## src/rtl/regfile_sb_if.sv

```systemverilog
// Bus bundle for regfile_sb: writeback, read ports, issue and busy-scoreboard signals.
// The master side drives writes, read addresses and issues; the slave is the register file.
interface regfile_sb_if #(
    parameter int unsigned DATA_W = 32,
    parameter int unsigned ADDR_W = 5
);
    logic              Reg_Write;
    logic [ADDR_W-1:0] Write_Reg_Addr;
    logic [DATA_W-1:0] Write_Reg_Data;
    logic [ADDR_W-1:0] Read_Reg_Addr1;
    logic [ADDR_W-1:0] Read_Reg_Addr2;
    logic [DATA_W-1:0] Read_Reg_Data1;
    logic [DATA_W-1:0] Read_Reg_Data2;
    logic              Issue_Valid;
    logic [ADDR_W-1:0] Issue_Dst_Addr;
    logic              Read_Busy1;
    logic              Read_Busy2;
    logic [ADDR_W:0]   Busy_Count;

    modport master (
        output Reg_Write, Write_Reg_Addr, Write_Reg_Data,
        output Read_Reg_Addr1, Read_Reg_Addr2,
        output Issue_Valid, Issue_Dst_Addr,
        input  Read_Reg_Data1, Read_Reg_Data2,
        input  Read_Busy1, Read_Busy2, Busy_Count
    );

    modport slave (
        input  Reg_Write, Write_Reg_Addr, Write_Reg_Data,
        input  Read_Reg_Addr1, Read_Reg_Addr2,
        input  Issue_Valid, Issue_Dst_Addr,
        output Read_Reg_Data1, Read_Reg_Data2,
        output Read_Busy1, Read_Busy2, Busy_Count
    );
endinterface

```

## src/rtl/regfile_sb.sv

```systemverilog
// Two-read/one-write register file with same-cycle write bypass and a per-register
// busy scoreboard (set on issue, cleared on writeback) plus a registered busy count.
module regfile_sb #(
    parameter int unsigned DATA_W   = 32,
    parameter int unsigned ADDR_W   = 5,
    parameter bit          ZERO_REG = 1'b1
) (
    input logic          Clk,
    input logic          Clr,
    regfile_sb_if.slave  bus
);
    localparam int unsigned Depth = 2 ** ADDR_W;
    localparam int unsigned CntW  = ADDR_W + 1;

    // Two-state storage so contents are zero from time zero, before any reset.
    bit   [DATA_W-1:0] mem_q [Depth];
    bit   [DATA_W-1:0] mem_d [Depth];
    logic [Depth-1:0]  busy_q, busy_d;
    logic [CntW-1:0]   cnt_q, cnt_d;

    logic wr_en, iss_en;
    logic byp1, byp2;

    always_comb begin
        wr_en  = bus.Reg_Write && !(ZERO_REG && (bus.Write_Reg_Addr == '0));
        iss_en = bus.Issue_Valid && !(ZERO_REG && (bus.Issue_Dst_Addr == '0));
    end

    always_comb begin
        mem_d  = mem_q;
        busy_d = busy_q;
        if (wr_en) begin
            mem_d[bus.Write_Reg_Addr]  = bus.Write_Reg_Data;
            busy_d[bus.Write_Reg_Addr] = 1'b0;
        end
        // Issue applied after writeback so a same-address issue leaves the bit set.
        if (iss_en) begin
            busy_d[bus.Issue_Dst_Addr] = 1'b1;
        end
        cnt_d = '0;
        for (int unsigned i = 0; i < Depth; i++) begin
            cnt_d = cnt_d + CntW'(busy_d[i]);
        end
    end

    always_ff @(posedge Clk or posedge Clr) begin
        if (Clr) begin
            mem_q  <= '{default: '0};
            busy_q <= '0;
            cnt_q  <= '0;
        end else begin
            mem_q  <= mem_d;
            busy_q <= busy_d;
            cnt_q  <= cnt_d;
        end
    end

    always_comb begin
        byp1 = bus.Reg_Write && (bus.Write_Reg_Addr == bus.Read_Reg_Addr1);
        byp2 = bus.Reg_Write && (bus.Write_Reg_Addr == bus.Read_Reg_Addr2);

        bus.Read_Reg_Data1 = byp1 ? bus.Write_Reg_Data : mem_q[bus.Read_Reg_Addr1];
        if ((ZERO_REG && (bus.Read_Reg_Addr1 == '0)) || Clr) begin
            bus.Read_Reg_Data1 = '0;
        end
        bus.Read_Reg_Data2 = byp2 ? bus.Write_Reg_Data : mem_q[bus.Read_Reg_Addr2];
        if ((ZERO_REG && (bus.Read_Reg_Addr2 == '0)) || Clr) begin
            bus.Read_Reg_Data2 = '0;
        end

        // A bypassed read already sees the pending value, so no hazard is reported.
        bus.Read_Busy1 = busy_q[bus.Read_Reg_Addr1] && !byp1 && !Clr;
        bus.Read_Busy2 = busy_q[bus.Read_Reg_Addr2] && !byp2 && !Clr;
        bus.Busy_Count = cnt_q;
    end
endmodule

```

## src/flat_wrapper.sv

```systemverilog
// flat-port wrapper written by rule: the top's interface ports become plain ports
module regfile_sb_flat 
#(
    parameter int unsigned DATA_W   = 32,
    parameter int unsigned ADDR_W   = 5,
    parameter bit          ZERO_REG = 1'b1
)
  (Clk, Clr, bus_Reg_Write, bus_Write_Reg_Addr, bus_Write_Reg_Data, bus_Read_Reg_Addr1, bus_Read_Reg_Addr2, bus_Issue_Valid, bus_Issue_Dst_Addr, bus_Read_Reg_Data1, bus_Read_Reg_Data2, bus_Read_Busy1, bus_Read_Busy2, bus_Busy_Count);
  regfile_sb_if #(.DATA_W(DATA_W), .ADDR_W(ADDR_W)) bus_i ();
  input logic Clk;
  input logic Clr;
  input wire logic [$bits(bus_i.Reg_Write)-1:0] bus_Reg_Write;
  input wire logic [$bits(bus_i.Write_Reg_Addr)-1:0] bus_Write_Reg_Addr;
  input wire logic [$bits(bus_i.Write_Reg_Data)-1:0] bus_Write_Reg_Data;
  input wire logic [$bits(bus_i.Read_Reg_Addr1)-1:0] bus_Read_Reg_Addr1;
  input wire logic [$bits(bus_i.Read_Reg_Addr2)-1:0] bus_Read_Reg_Addr2;
  input wire logic [$bits(bus_i.Issue_Valid)-1:0] bus_Issue_Valid;
  input wire logic [$bits(bus_i.Issue_Dst_Addr)-1:0] bus_Issue_Dst_Addr;
  output wire logic [$bits(bus_i.Read_Reg_Data1)-1:0] bus_Read_Reg_Data1;
  output wire logic [$bits(bus_i.Read_Reg_Data2)-1:0] bus_Read_Reg_Data2;
  output wire logic [$bits(bus_i.Read_Busy1)-1:0] bus_Read_Busy1;
  output wire logic [$bits(bus_i.Read_Busy2)-1:0] bus_Read_Busy2;
  output wire logic [$bits(bus_i.Busy_Count)-1:0] bus_Busy_Count;
  assign bus_i.Reg_Write = bus_Reg_Write;
  assign bus_i.Write_Reg_Addr = bus_Write_Reg_Addr;
  assign bus_i.Write_Reg_Data = bus_Write_Reg_Data;
  assign bus_i.Read_Reg_Addr1 = bus_Read_Reg_Addr1;
  assign bus_i.Read_Reg_Addr2 = bus_Read_Reg_Addr2;
  assign bus_i.Issue_Valid = bus_Issue_Valid;
  assign bus_i.Issue_Dst_Addr = bus_Issue_Dst_Addr;
  assign bus_Read_Reg_Data1 = bus_i.Read_Reg_Data1;
  assign bus_Read_Reg_Data2 = bus_i.Read_Reg_Data2;
  assign bus_Read_Busy1 = bus_i.Read_Busy1;
  assign bus_Read_Busy2 = bus_i.Read_Busy2;
  assign bus_Busy_Count = bus_i.Busy_Count;
  regfile_sb #(.DATA_W(DATA_W), .ADDR_W(ADDR_W), .ZERO_REG(ZERO_REG)) u_core (.Clk(Clk), .Clr(Clr), .bus(bus_i));
endmodule
```

## config.mk

```make
export PLATFORM = sky130hd
export DESIGN_NAME = regfile_sb_flat
export DESIGN_NICKNAME = d
export VERILOG_FILES = /design/src/rtl/regfile_sb_if.sv /design/src/rtl/regfile_sb.sv /design/src/flat_wrapper.sv
export SDC_FILE = /design/constraint.sdc
export NUM_CORES = 2
export LEC_CHECK = 0
export ABC_AREA = 1
export CAP_MARGIN = 40
export CORE_ASPECT_RATIO = 1.2
export CORE_MARGIN = 3
export CORE_UTILIZATION = 46
export CTS_CLUSTER_DIAMETER = 200
export CTS_CLUSTER_SIZE = 28
export DETAILED_ROUTE_END_ITERATION = 10
export PLACE_DENSITY = 0.73
export SETUP_SLACK_MARGIN = 0.4
export SYNTH_ARGS = -nofsm -noshare
export SYNTH_HDL_FRONTEND = slang
export SYNTH_SLANG_ARGS = --single-unit
export TNS_END_PERCENT = 20
```

## constraint.sdc

```tcl
create_clock -name Clk -period 122.5 [get_ports Clk]
set_clock_uncertainty 0.05 [all_clocks]
set_input_delay 30.625 -clock Clk [delete_from_list [all_inputs] [get_ports Clk]]
set_output_delay 30.625 -clock Clk [all_outputs]
set_load 0.005 [all_outputs]
```

## Word-level counts from Yosys, hierarchy flattened

Index checks and enable logic that the tools add are counted.

| storage, ports and cells | value |
|---|---|
| flip-flop bits (word level) | 1062 |
| output and inout port bits | 72 |
| input bits | 56 |
| word-level logic and storage cells | 128 |

| operators by class | value |
|---|---|
| bitwise logic cells | 6 |
| add/subtract/negate cells | 31 |
| reduce and logical (&&, ||, !) cells | 22 |
| equality and inequality tests | 2 |
| magnitude comparators | 10 |
| mux-type cells | 23 |

Operators with widths:

| kind | count |
|---|---|
| $bwmux W1024 | 1 |
| $mux W32 | 11 |
| $bmux W32 S5 | 2 |
| $add A6 B1 Y6 | 30 |
| $demux W32 S5 | 1 |
| $and A32 B32 Y32 | 1 |
| $not A32 Y32 | 1 |
| $or A32 B32 Y32 | 1 |
| $lt A5 B6 Y1 const B | 4 |
| $logic_not A5 Y1 | 4 |
| $ge A6 B6 Y1 const B | 3 |
| $not A5 Y6 | 3 |
| $logic_and A1 B1 Y1 | 11 |
| $bmux W1 S5 | 2 |
| $demux W1 S5 | 2 |
| $eq A5 B5 Y1 | 2 |
| $ge A5 B1 Y1 const B | 2 |
| $lt A6 B1 Y1 const B | 1 |
| $logic_not A1 Y1 | 5 |
| $mux W1 | 4 |
| $add A1 B1 Y2 | 1 |
| $logic_or A1 B1 Y1 | 2 |

## Logic depth before layout (Yosys ltp)

| depth | value |
|---|---|
| depth after elaboration | 40 |
| depth in mapped cells | 26 |
| gate-level depth less buffers | 25 |

## Worst setup path after synthesis

OpenSTA, ideal clock, no wires.

| timing | value |
|---|---|
| path type | in2out |
| start point | in Clr |
| end point | out bus_Read_Reg_Data1[0] |
| data required time | 91825 ps |
| path slack | 38065 ps |
| cell stages on the path | 6 |
| arrival | 53760 ps |
| path through | inv_1 -> nand2_1 -> inv_1 -> clkbuf_1 -> o21ai_0 -> a21oi_1 |

| on the way | value |
|---|---|
| cells in the longest elaborated chain, start to end | 2 |

RTL lines:

| what | line | text |
|---|---|---|
| from (decl) | flat_wrapper.sv:11 | `input logic Clr;` |
| $logic_or A1 B1 Y1 | regfile_sb.sv:63 | `if ((ZERO_REG && (bus.Read_Reg_Addr1 == '0)) \|\| Clr) begin` |
| $mux W32 | regfile_sb.sv:63 |  |
| to (decl) | flat_wrapper.sv:19 | `output wire logic [$bits(bus_i.Read_Reg_Data1)-1:0] bus_Read_Reg_Data1;` |

Every way passes these cells.

## Worst setup path after layout

| timing | value |
|---|---|
| start point | in bus_Read_Reg_Addr2[0] |
| end point | out bus_Read_Reg_Data2[19] |

| on the way | value |
|---|---|
| cells in the longest elaborated chain, start to end | 6 |
| elaborated cells between the ends (all ways) | 10 |
| classes of those cells | 1 x eq/ne; 5 x mux; 1 x bitwise; 3 x reduce/logical |

RTL lines:

| what | line | text |
|---|---|---|
| from (decl) | flat_wrapper.sv:16 | `input wire logic [$bits(bus_i.Read_Reg_Addr2)-1:0] bus_Read_Reg_Addr2;` |
| $not A5 Y6 (not written as such) | regfile_sb.sv:66 | `bus.Read_Reg_Data2 = byp2 ? bus.Write_Reg_Data : mem_q[bus.Read_Reg_Addr2];` |
| $bmux W32 S5 | regfile_sb.sv:66 |  |
| $mux W32 (not written as such) (2 in a row) | regfile_sb.sv:66 |  |
| $mux W32 | regfile_sb.sv:66 |  |
| $mux W32 (*) | regfile_sb.sv:67 | `if ((ZERO_REG && (bus.Read_Reg_Addr2 == '0)) \|\| Clr) begin` |
| to (decl) | flat_wrapper.sv:20 | `output wire logic [$bits(bus_i.Read_Reg_Data2)-1:0] bus_Read_Reg_Data2;` |

Every way passes the cells marked *; elsewhere a longest branch is shown, timed or not. The select of a mux whose other input is x is not followed.

==> metrics.md <==
| Metric | Value |
|---|---|
| Status | `finished clean` |
| Largest net degree at the start of global routing | `around 170` |
| First-pass GRT wire length | `roughly 370,000 µm` |
| Reg2reg end | `u_core.bus.Busy_Count[4]$_DFF_PP0_` |
| Drt wl/cell | `22.6 µm` |
| CP endpoint kind | `output pin` |
| Crit-path max FO | `148` |
| Startpoint types | `input pin` |
| RR Startpoint | `u_core.busy_q[16]$_DFF_PP0_` |
| Setup TNS | `0 ps` |
| Post-CTS setup buffer count | `0` |
| Initial DRC count | `between 10,000 and 15,000` |
| DIE AREA | `140,000 µm²` |
| Num ports | `128` |
| Mapped Avg Cell Area | `6.53 µm²` |
| Hold Crit Class | `reg2reg` |
| RD Place Congestion | `between 0.9 and 1` |
| Setup CP Type | `in2out` |
| Fin util | `49.3%` |
| Total gr overflow | `0` |
| Synth area leaders | `dfrtp_1 43%, nand2_1 21%, nand3_1 9.5%` |
| Final non-filler cell total | `10,900` |
| FF-to-FF path depth | `18` |
| Share of layout cells above drive strength 1 | `about 3.1%` |
| Hold path cells | `0` |
| Post-detail-place hpwl | `~140,000 µm` |
| Crit path DAT | `35,740 ps` |
| Initial antenna violation count | `16` |
| CTS Sinks | `roughly 1,100` |
| Final wirelength | `about 250,000 µm` |
| Final period utilization | `54.2%` |
| Hold EP | `u_core.mem_q[1022]$_DFFE_PP0P_` |
| Num rows | `147` |
| DR pass1 iterations | `9` |
| Synth top cells by count | `3,450 x nand2_1, 1,186 x nand3_1, 1,062 x dfrtp_1` |
| Worst Tran Pin Value | `between 900 and 1000 ps` |
| Worst relative slew slack | `between 30% and 40%` |
| TritonCTS clock tree | `built` |
| Most used DFF post-synth | `dfrtp_1` |
| Core Area | `134,000 µm²` |
| Vias in the first global route | `58,800` |
| HP Start | `u_core.mem_q[1022]$_DFFE_PP0P_` |
| Die Span Y | `roughly 400 µm` |
| CTS Buffer Depth | `3` |
| Count of final hold-check violations | `0` |
| Insertion delay of the later-clocked pin in the worst-skew pair | `around 690 ps` |
| Slew Limit Fails | `0` |
| Netlist Area Pre-Place | `62,500 µm²` |
| VDD IR-drop max | `about 0.03 mV` |
| Fmax | `0.0151 GHz` |
| Setup Viol. Count Final | `0` |
| P&R area growth vs syn | `5.93%` |
| P per Cell Area | `15.4 nW/µm²` |
| Post-CTS Hold Buffers | `0` |
| # DRC | `0` |
| Post-synth EDFFs | `0` |
| Inserted Clock Buffers | `43` |
| Syn. warnings | `0` |
| Initial core utilization | `46.5%` |
| Syn_nets | `slightly below 10,000` |
| Clk Tree Root Cell | `clkbuf_16` |
| Antenna viol nets, final | `0` |
| Port Buf Inserts | `127` |
| Final Critical Period | `66,420 ps` |
| Nets | `approximately 9,200` |
| Top-area cell type share of the netlist area | `42.5%` |
| Number of library cell types mapped by synthesis | `31` |
| Setup crit start | `bus_Read_Reg_Addr2[0]` |
| GRT Resource Usage Total | `between 30% and 40%` |
| Post-synth ARST share | `100%` |
| RSZ-0062 raised after global routing | `no` |
| Most common cell in the synthesized netlist | `nand2_1` |
| Yosys reg bits | `about 1,100` |
| Cell taking the most area after synthesis | `dfrtp_1` |
| Placed insts | `10,900` |
| Clock Pin Slew Worst Setup and Hold Paths | `120 ps` |
| Sequential share of the synthesized area | `42.5%` |
| CP required | `roughly 92,000 ps` |
| Via count | `between 60,000 and 70,000` |
| Flop2flop setup slack | `~120,000 ps` |
| Max-capacitance violation count | `0` |
| Post-CTS sizing | `0` |
| Synth Instances | `approximately 9,600` |
| Routed vias/inst | `5.86` |
| Die Width | `343 µm` |
| Leak | `about 0.032 µW` |
| H-tree levels | `2` |
==> power breakdown <==
group	switching, µW	total [µW]	leakage [µW]	internal [µW]
registers	38.2	468	0.0127	430
logic	240	375	0.0187	135
clock network	115	180	0.000542	64.5
total	394	1020	0.0320	629
==> worst max-delay path, cell delays in order <==
cell and delay [ps]:
buf_8 210, inv_8 670, buf_4 330, buf_16 300, buf_12 580, buf_4 770
nand2_1 100, nand3_1 100, nand2_1 60, nor2_1 110, nand2_1 50, nand3_1 70
nand2_1 60, a21oi_1 500, clkdlybuf4s50_1 630
==> kinds of logic (layout without fill, tap and decap cells) <==
logic type / after synthesis / in the layout / share of synthesized area (%)
AO/OA/AOI/OAI: 1210 / 1210 / 9.86
XOR/XNOR: 3 / 3 / 0.0420
adder cells (fa/ha/maj): 32 / 32 / 0.929
buffers and inverters: 1577 / 1142 / 10.0
flip-flops: 1062 / 1062 / 42.5
other: 0 / 8 / 0
AND/OR/NAND/NOR: 5694 / 5694 / 36.7
==> cell type report <==
| cell class | instances | area (µm²) |
|---|---|---|
| Antenna cell | 8 | 20.0 |
| Clock buffer | 44 | 1090 |
| Clock inverter | 1 | 8.76 |
| Fill cell | 13300 | 68200 |
| Inverter | 796 | 3030 |
| Multi-Input combinational cell | 6939 | 29900 |
| Sequential cell | 1062 | 26600 |
| Tap cell | 1788 | 2240 |
| Timing Repair Buffer | 301 | 3340 |
==> per-layer routing <==
layer	GRT usage, %	wire (µm)	vias to the layer above
met5	0.243	137	-
met1	45.8	92300	29500
met3	9.72	36500	962
li1	-	-	28900
met4	17.6	15100	14
met2	50.5	103000	4721
==> how the worst max path moves through the flow <==
stage | slack [ps] | to | cells past startpoint
5_1_grt | 56100 | bus_Read_Reg_Data2[19] | 15
3_5_place_dp | 56490 | bus_Read_Reg_Data2[19] | 15
6_report | 56080 | bus_Read_Reg_Data2[19] | 15
3_3_place_gp | 56210 | bus_Read_Reg_Data2[19] | 14
4_1_cts | 56470 | bus_Read_Reg_Data2[19] | 15
2_1_floorplan | 38070 | bus_Read_Reg_Data1[0] | 6
==> through the flow <==
| step | hold slack [ps] | instance area, µm² | total power [µW] | worst slack [ps] |
|---|---|---|---|---|
| after floorplan | 401 | 62500 | 738 | 38070 |
| after global placement | 336 | 64100 | 826 | 56210 |
| after detailed placement | 339 | 65100 | 843 | 56490 |
| after CTS | 365 | 66200 | 1020 | 56470 |
| after global routing | 374 | 66200 | 1100 | 56100 |
| final | 361 | 66200 | 1020 | 56080 |
==> sequential cells by signal, indices dropped and copies added (netlist names) <==
register               count
u_core.mem_q            1024
u_core.bus.Busy_Count      6
u_core.busy_q             32
==> cell usage in the layout (no fill, tap or decap), types with 43 or more instances in the layout <==
cell / instances
nand2_1: 3445
nand3_1: 1183
dfrtp_1: 1062
nor2_1: 1017
o21ai_0: 852
inv_1: 783
a21oi_1: 297
buf_4: 131
clkdlybuf4s50_1: 117
clkbuf_16: 43
Note: power is estimated with default switching activity, not from simulation.
